$ cat config.mk
export PLATFORM = sky130hd
export DESIGN_NAME = mem_access_seq
export DESIGN_NICKNAME = d
export VERILOG_FILES = /design/src/rtl/mem_access_seq.sv
export SDC_FILE = /design/constraint.sdc
export NUM_CORES = 1
export LEC_CHECK = 0
export CORE_MARGIN = 4
export CORE_UTILIZATION = 39
export DETAILED_ROUTE_END_ITERATION = 8
export GPL_ROUTABILITY_DRIVEN = 1
export GPL_TIMING_DRIVEN = 0
export PLACE_DENSITY = 0.77
export REMOVE_ABC_BUFFERS = 1
export SETUP_SLACK_MARGIN = 0.4
export SYNTH_ARGS = -nofsm -noshare
export SYNTH_HDL_FRONTEND = slang
export SYNTH_SLANG_ARGS = --single-unit
$ cat constraint.sdc
create_clock -name clock -period 1.6 [get_ports clock]
set_clock_uncertainty 0.1 [all_clocks]
set_input_delay 0.48 -clock clock [delete_from_list [all_inputs] [get_ports clock]]
set_output_delay 0.48 -clock clock [all_outputs]
set_load 0.03 [all_outputs]
$ cat src/rtl/mem_access_seq.sv
// Memory-access sequencer: runs LOAD and STORE transactions through an internal MAR/MDR pair
// with configurable read/write latency and a start/busy/done handshake to the control unit.
module mem_access_seq #(
    parameter int unsigned DATA_W = 32,
    parameter int unsigned ADDR_W = 9,
    parameter int unsigned RD_LAT = 1,
    parameter int unsigned WR_LAT = 1
) (
    input  logic              clock,
    input  logic              clear,
    input  logic              start,
    input  logic              is_store,
    input  logic [ADDR_W-1:0] addr,
    input  logic [DATA_W-1:0] store_data,
    input  logic [DATA_W-1:0] mem_rdata,
    output logic [ADDR_W-1:0] mem_addr,
    output logic [DATA_W-1:0] mem_wdata,
    output logic              mem_read,
    output logic              mem_write,
    output logic              MARin,
    output logic              MDRin,
    output logic              MDRout,
    output logic [DATA_W-1:0] load_data,
    output logic              busy,
    output logic              done
);
    localparam int unsigned MaxLat = (RD_LAT > WR_LAT) ? RD_LAT : WR_LAT;
    localparam int unsigned CntW   = $clog2(MaxLat) + 1;
    localparam logic [CntW-1:0] RdLast = CntW'(RD_LAT - 1);
    localparam logic [CntW-1:0] WrLast = CntW'(WR_LAT - 1);

    typedef enum logic [2:0] {
        StIdle, StAddr, StRd, StCap, StDrv, StWld, StWr, StWdn
    } state_e;

    state_e            state_q, state_d;
    logic [CntW-1:0]   cnt_q, cnt_d;
    logic              op_q, op_d;
    logic [ADDR_W-1:0] addr_q, addr_d;
    logic [DATA_W-1:0] data_q, data_d;
    logic [ADDR_W-1:0] mar_q, mar_d;
    logic [DATA_W-1:0] mdr_q, mdr_d;

    always_comb begin
        state_d = state_q;
        cnt_d   = cnt_q;
        op_d    = op_q;
        addr_d  = addr_q;
        data_d  = data_q;
        mar_d   = mar_q;
        mdr_d   = mdr_q;
        case (state_q)
            StIdle: begin
                if (start) begin
                    op_d    = is_store;
                    addr_d  = addr;
                    data_d  = store_data;
                    state_d = StAddr;
                end
            end
            StAddr: begin
                mar_d   = addr_q;
                state_d = op_q ? StWld : StRd;
            end
            StRd: begin
                if (cnt_q == RdLast) begin
                    cnt_d   = '0;
                    state_d = StCap;
                end else begin
                    cnt_d = cnt_q + CntW'(1);
                end
            end
            StCap: begin
                mdr_d   = mem_rdata;
                state_d = StDrv;
            end
            StDrv: state_d = StIdle;
            StWld: begin
                mdr_d   = data_q;
                state_d = StWr;
            end
            StWr: begin
                if (cnt_q == WrLast) begin
                    cnt_d   = '0;
                    state_d = StWdn;
                end else begin
                    cnt_d = cnt_q + CntW'(1);
                end
            end
            StWdn:   state_d = StIdle;
            default: state_d = StIdle;
        endcase
    end

    always_ff @(posedge clock) begin
        if (clear) begin
            state_q <= StIdle;
            cnt_q   <= '0;
            op_q    <= 1'b0;
            addr_q  <= '0;
            data_q  <= '0;
            mar_q   <= '0;
            mdr_q   <= '0;
        end else begin
            state_q <= state_d;
            cnt_q   <= cnt_d;
            op_q    <= op_d;
            addr_q  <= addr_d;
            data_q  <= data_d;
            mar_q   <= mar_d;
            mdr_q   <= mdr_d;
        end
    end

    // Strobes decode from state alone so no input reaches an output combinationally.
    always_comb begin
        mem_read  = 1'b0;
        mem_write = 1'b0;
        MARin     = 1'b0;
        MDRin     = 1'b0;
        MDRout    = 1'b0;
        busy      = 1'b0;
        done      = 1'b0;
        case (state_q)
            StIdle: ;
            StAddr: begin
                MARin = 1'b1;
                busy  = 1'b1;
            end
            StRd: begin
                mem_read = 1'b1;
                busy     = 1'b1;
            end
            StCap: begin
                MDRin = 1'b1;
                busy  = 1'b1;
            end
            StDrv: begin
                MDRout = 1'b1;
                done   = 1'b1;
                busy   = 1'b1;
            end
            StWld: begin
                MDRin = 1'b1;
                busy  = 1'b1;
            end
            StWr: begin
                mem_write = 1'b1;
                busy      = 1'b1;
            end
            StWdn: begin
                done = 1'b1;
                busy = 1'b1;
            end
            default: ;
        endcase
    end

    assign mem_addr  = mar_q;
    assign mem_wdata = mdr_q;
    assign load_data = mdr_q;

endmodule
# [Yosys cells after proc, flatten, opt, wreduce, memory -nomap -nowiden]
# Cells that the tools add are included.
[word_totals] output_inout_bits=80 ff_bits=87 word_cells=40 inputBits=77
[classes] reduce_logical=8 mux=14 n_addsub=1 n_eq_ne=10
[ops] operator="$pmux 32 s2" count=1
[ops] operator="$pmux 3 s7" count=1
[ops] operator="$eq 3x3->1 const B" count=4
[ops] operator="$mux 3" count=4
[ops] operator="$mux 1" count=8
[ops] operator="$reduce_or 7->1" count=1
[ops] operator="$eq 3x2->1 const B" count=2
[ops] operator="$ne 2x2->1 const B" count=3
[ops] operator="$reduce_or 2->1" count=3
[ops] operator="$eq 3x1->1 const B" count=1
[ops] operator="$logic_not 3->1" count=1
[ops] operator="$reduce_and 3->1" count=1
[ops] operator="$reduce_and 2->1" count=1
[ops] operator="$reduce_bool 2->1" count=1
[ops] operator="$add 1x1->1 const B" count=1

# [Depth between registers and ports, before layout]
[logic_depth] ltp_word=3 ltp_mapped=6 mapped_depth_nobuf=3

# [Worst setup path after synthesis]
# OpenSTA, ideal clock, no wires.
[synth_timing] path_type="reg-to-output" startpoint="register state_q[0]" endpoint="output port MDRout" t_required_ns=1.020 path_stages_with_launch=5 path_slack_ns=-0.433 arrival_time_ns=1.453 n_path_buf=3 cell_sequence="dfxtp_1 -> buf_4 -> buf_2 -> buf_1 -> nor3_1"
[synth_via] elab_chain_cells=2
[synth_lines] item="start: declaration" line="36" rtl="state_e state_q, state_d;"
[synth_lines] item="start signal: assignment" line="97" rtl="state_q <= StIdle;"
[synth_lines] item="start signal: assignment" line="105" rtl="state_q <= state_d;"
[synth_lines] item="$eq 3x3->1" line="124" rtl="case (state_q)"
[synth_lines] item="$mux 1" line="124"
[synth_lines] item="end: declaration" line="22" rtl="output logic MDRout,"
# No other way between the ends.

# [Worst setup path after layout]
[layout_timing] startpoint="register state_q[1]" endpoint="output port MARin"
[layout_via] elab_chain_cells=2
[layout_lines] item="$eq 3x1->1" line="124"
[layout_lines] item="$mux 1" line="124"
[layout_lines] item="end: declaration" line="20" rtl="output logic MARin,"
# No other way between the ends.

==> flow_metrics.py <==
metrics = {
    "outcome": {
        "status": "finished with violations",
        "violations": "setup timing",
    },
    "clock_tree": {
        "path_clk_slew_ns": 0.09,
        "htree_num_levels": 3,
        "cts_sinks": 86,
        "cts_tree": "done",
        "hold_buffers": 0,
        "clk_latency_ns": 0.33,
        "cts-root-buf": "clkbuf_8",
        "clockBufferDepth": 2,
        "cts_buffers": 9,
    },
    "floorplan": {
        "ios": 157,
        "die_height_um": 105.9,
        "start_util_pct": 40.24,
        "num_rows": 35,
        "dieArea_sq_um": 11210,
        "die_w_um": 105.9,
        "core_sq_um": 9284,
    },
    "setup_path": {
        "path_max_fanout": 6,
        "cp_slowest_stage_delay_ns": 0.41,
        "start_kind": "flop",
        "crit_type": "flop to output port",
        "cp_num_buf_inv": 2,
        "cp-end-kind": "output port",
        "critical_path_required_ns": 1.02,
        "crit_chain": "buf_6 -> nor3b_4 -> buf_6",
        "cpMostUsedCell": "buf_6",
        "cpLargestDelayFamily": "flip-flops",
        "crit_slowest_cell": "dfxtp_4",
        "worstPathArrival_ns": 1.36,
    },
    "synthesis": {
        "ys_async_sr_fraction_pct": 0,
        "synth-edff-count": 0,
        "synth_cells": 457,
        "yosysUniqueCellTypes": 30,
        "synth-main-ff-cell": "dfxtp_1",
        "ys_seq_area_share_pct": 46.08,
        "syn_area_per_cell_sq_um": 8.175,
        "synth_seq_cells": 86,
        "ys_warn_count": 0,
        "syn-cell-area_sq_um": 3736,
    },
    "sta": {
        "fin_setup_tns_ns": -10.36,
        "tightest_slew_ns": 0.7683,
        "setup_viol": 89,
        "finalWorstSetupSlack_ns": -0.3362,
        "hold_viol": 0,
        "fmax_mhz": 516.5,
        "drv_slew": 0,
        "finalCritPeriodShare_pct": 121.0,
        "rsz0062_at_grt": "true",
        "period_needed_ns": 1.936,
        "slew_headroom_pct": 48.78,
    },
    "power_and_ir_drop": {
        "leakagePower_uw": 0.002627,
        "p_per_area_nw_per_um2": 886.8,
        "peakVddDrop_mv": 0.4318,
    },
    "placed_design": {
        "place_ws_ns": -2.512,
        "place_congestion": 0.7477,
        "place_area_sq_um": 5037,
        "dp_hpwl_um": 6822,
        "portBuffers": 156,
    },
    "global_route": {
        "grt_pass1_vias": 3698,
        "grt_pass1_wl_um": 19330,
        "grt_max_degree": 87,
        "grt_antenna_before_repair": 0,
        "grt_usage_pct": 21.95,
        "grt_overflow": 0,
    },
    "cells_and_area": {
        "n_antenna_cell": 0,
        "drive_gt1_share_pct": 42.01,
        "fill_cells": 715,
        "fin_area_sq_um": 6470,
        "area_growth_pct": 73.17,
        "finalCoreUtilization_pct": 69.69,
        "nets": 680,
    },
    "min_path": {
        "min_path_type": "flop to flop",
    },
    "detailed_routing": {
        "drt-total-wl_um": 13760,
        "drc_errors": 0,
        "drtPass1Iterations": 4,
        "detail-route-antenna-nets": 0,
        "viasPerCell": 5.183,
        "via_count": 3815,
        "wl_per_cell_um": 18.69,
        "first_iter_violations": 176,
    },
    "flow_run": {
        "max-cap-violations": 0,
    },
}
==> state kept, by name, indices dropped and copies added (netlist names) <==
name	cells
addr_q	9
data_q	32
load_data	32
mem_addr	9
op_q	1
state_q	3
==> worst min-delay path, delay by kind of cell, from the launching register on <==
kind / cells / cell delay [ns]
AOI/OAI and AO/OA: 1 / 0.05
DFF: 1 / 0.31
and+or+nand+nor: 1 / 0.05
==> synth_stat cells, drive strengths merged, types with 2 or more instances <==
library cell / n / area, sq um
nand2: 148 / 555.5
dfxtp: 86 / 1722
a21oi: 74 / 374.1
buf: 63 / 452.9
a311oi: 32 / 280.3
nor2: 12 / 45.04
clkbuf: 10 / 37.54
mux2i: 9 / 90.09
and3: 2 / 12.51
inv: 2 / 7.510
nand2b: 2 / 12.51
nor2b: 2 / 12.51
o21ai: 2 / 10.01
==> area by class of cell <==
class,count,area [sq um],area share [%]
clock buffers,11,131.4,2.031
flip-flops and latches,86,1839,28.43
well taps,129,161.4,2.495
clock inverters,4,120.1,1.857
multi-input cells,303,1977,30.56
repair buffers,201,2233,34.52
inverters,2,7.507,0.1160
==> cells by family after synthesis <==
kind of cell | synth area share, %
multiplexers | 2.411
buffers and inverters | 13.33
flip-flops | 46.08
XOR/XNOR | 0.4355
AND/OR/NAND/NOR | 19.56
AO/OA/AOI/OAI | 18.19
==> report_power, final <==
part           leakage (uW)  switching, uW  internal, uW
registers          0.000730            120          2250
logic               0.00177            735           724
clock network      0.000124            714          1190
==> per-stage QoR <==
stage,total power [uW],hold slack (ns),instances
3_3_place_gp,3394,0.3418,669
4_1_cts,5598,0.3588,720
2_1_floorplan,2898,0.3300,384
5_1_grt,5932,0.3730,736
3_5_place_dp,3449,0.3469,672
6_report,5738,0.3563,736
==> path summary, 6_finish.rpt <==
check                                from                       to  slack (ns)  cells past startpoint
setup / recovery  state_q[1]$_SDFFE_PP0P_                    MARin       -0.34                      3
setup reg to reg  state_q[1]$_SDFFE_PP0P_   addr_q[4]$_SDFFE_PP0P_       -0.25                      5
hold / removal    data_q[20]$_SDFFE_PP0P_  data_q[20]$_SDFFE_PP0P_        0.36                      2
hold reg to reg   data_q[20]$_SDFFE_PP0P_  data_q[20]$_SDFFE_PP0P_        0.36                      2
==> per-layer routing <==
metal	global-route usage, %	wire length (um)	part of all wire (%)	up-vias
met5	0	0	0	-
met2	38.43	7089	52	142
met3	3.491	750	5.5	21
li1	-	-	-	1820
met1	26.95	5617	41	1832
met4	8.418	300	2.2	0
==> cell usage in the layout, fill, tap and decap left out, types with 4 or more instances in the layout <==
master | synthesis | routed
a21oi_1 | 73 | 58
a21oi_2 | 1 | 13
a311oi_1 | 32 | 11
a311oi_2 | 0 | 21
buf_12 | 0 | 7
buf_4 | 34 | 20
buf_6 | 9 | 90
buf_8 | 0 | 5
bufinv_16 | 0 | 4
clkbuf_8 | 0 | 9
clkdlybuf4s50_1 | 0 | 74
dfxtp_1 | 86 | 42
dfxtp_2 | 0 | 19
dfxtp_4 | 0 | 25
mux2i_1 | 9 | 9
nand2_1 | 148 | 136
nand2_2 | 0 | 9
nor2_1 | 12 | 10
==> repair_timing <==
action | CTS | global route
resized for setup | 643 | 95
endpoints found under the setup margin | 166 | 166
pin swaps | 32 | 44
buffers inserted | 26 | 13
gates cloned | 7 | 3
No activity file was read; power rests on OpenSTA's default activity.
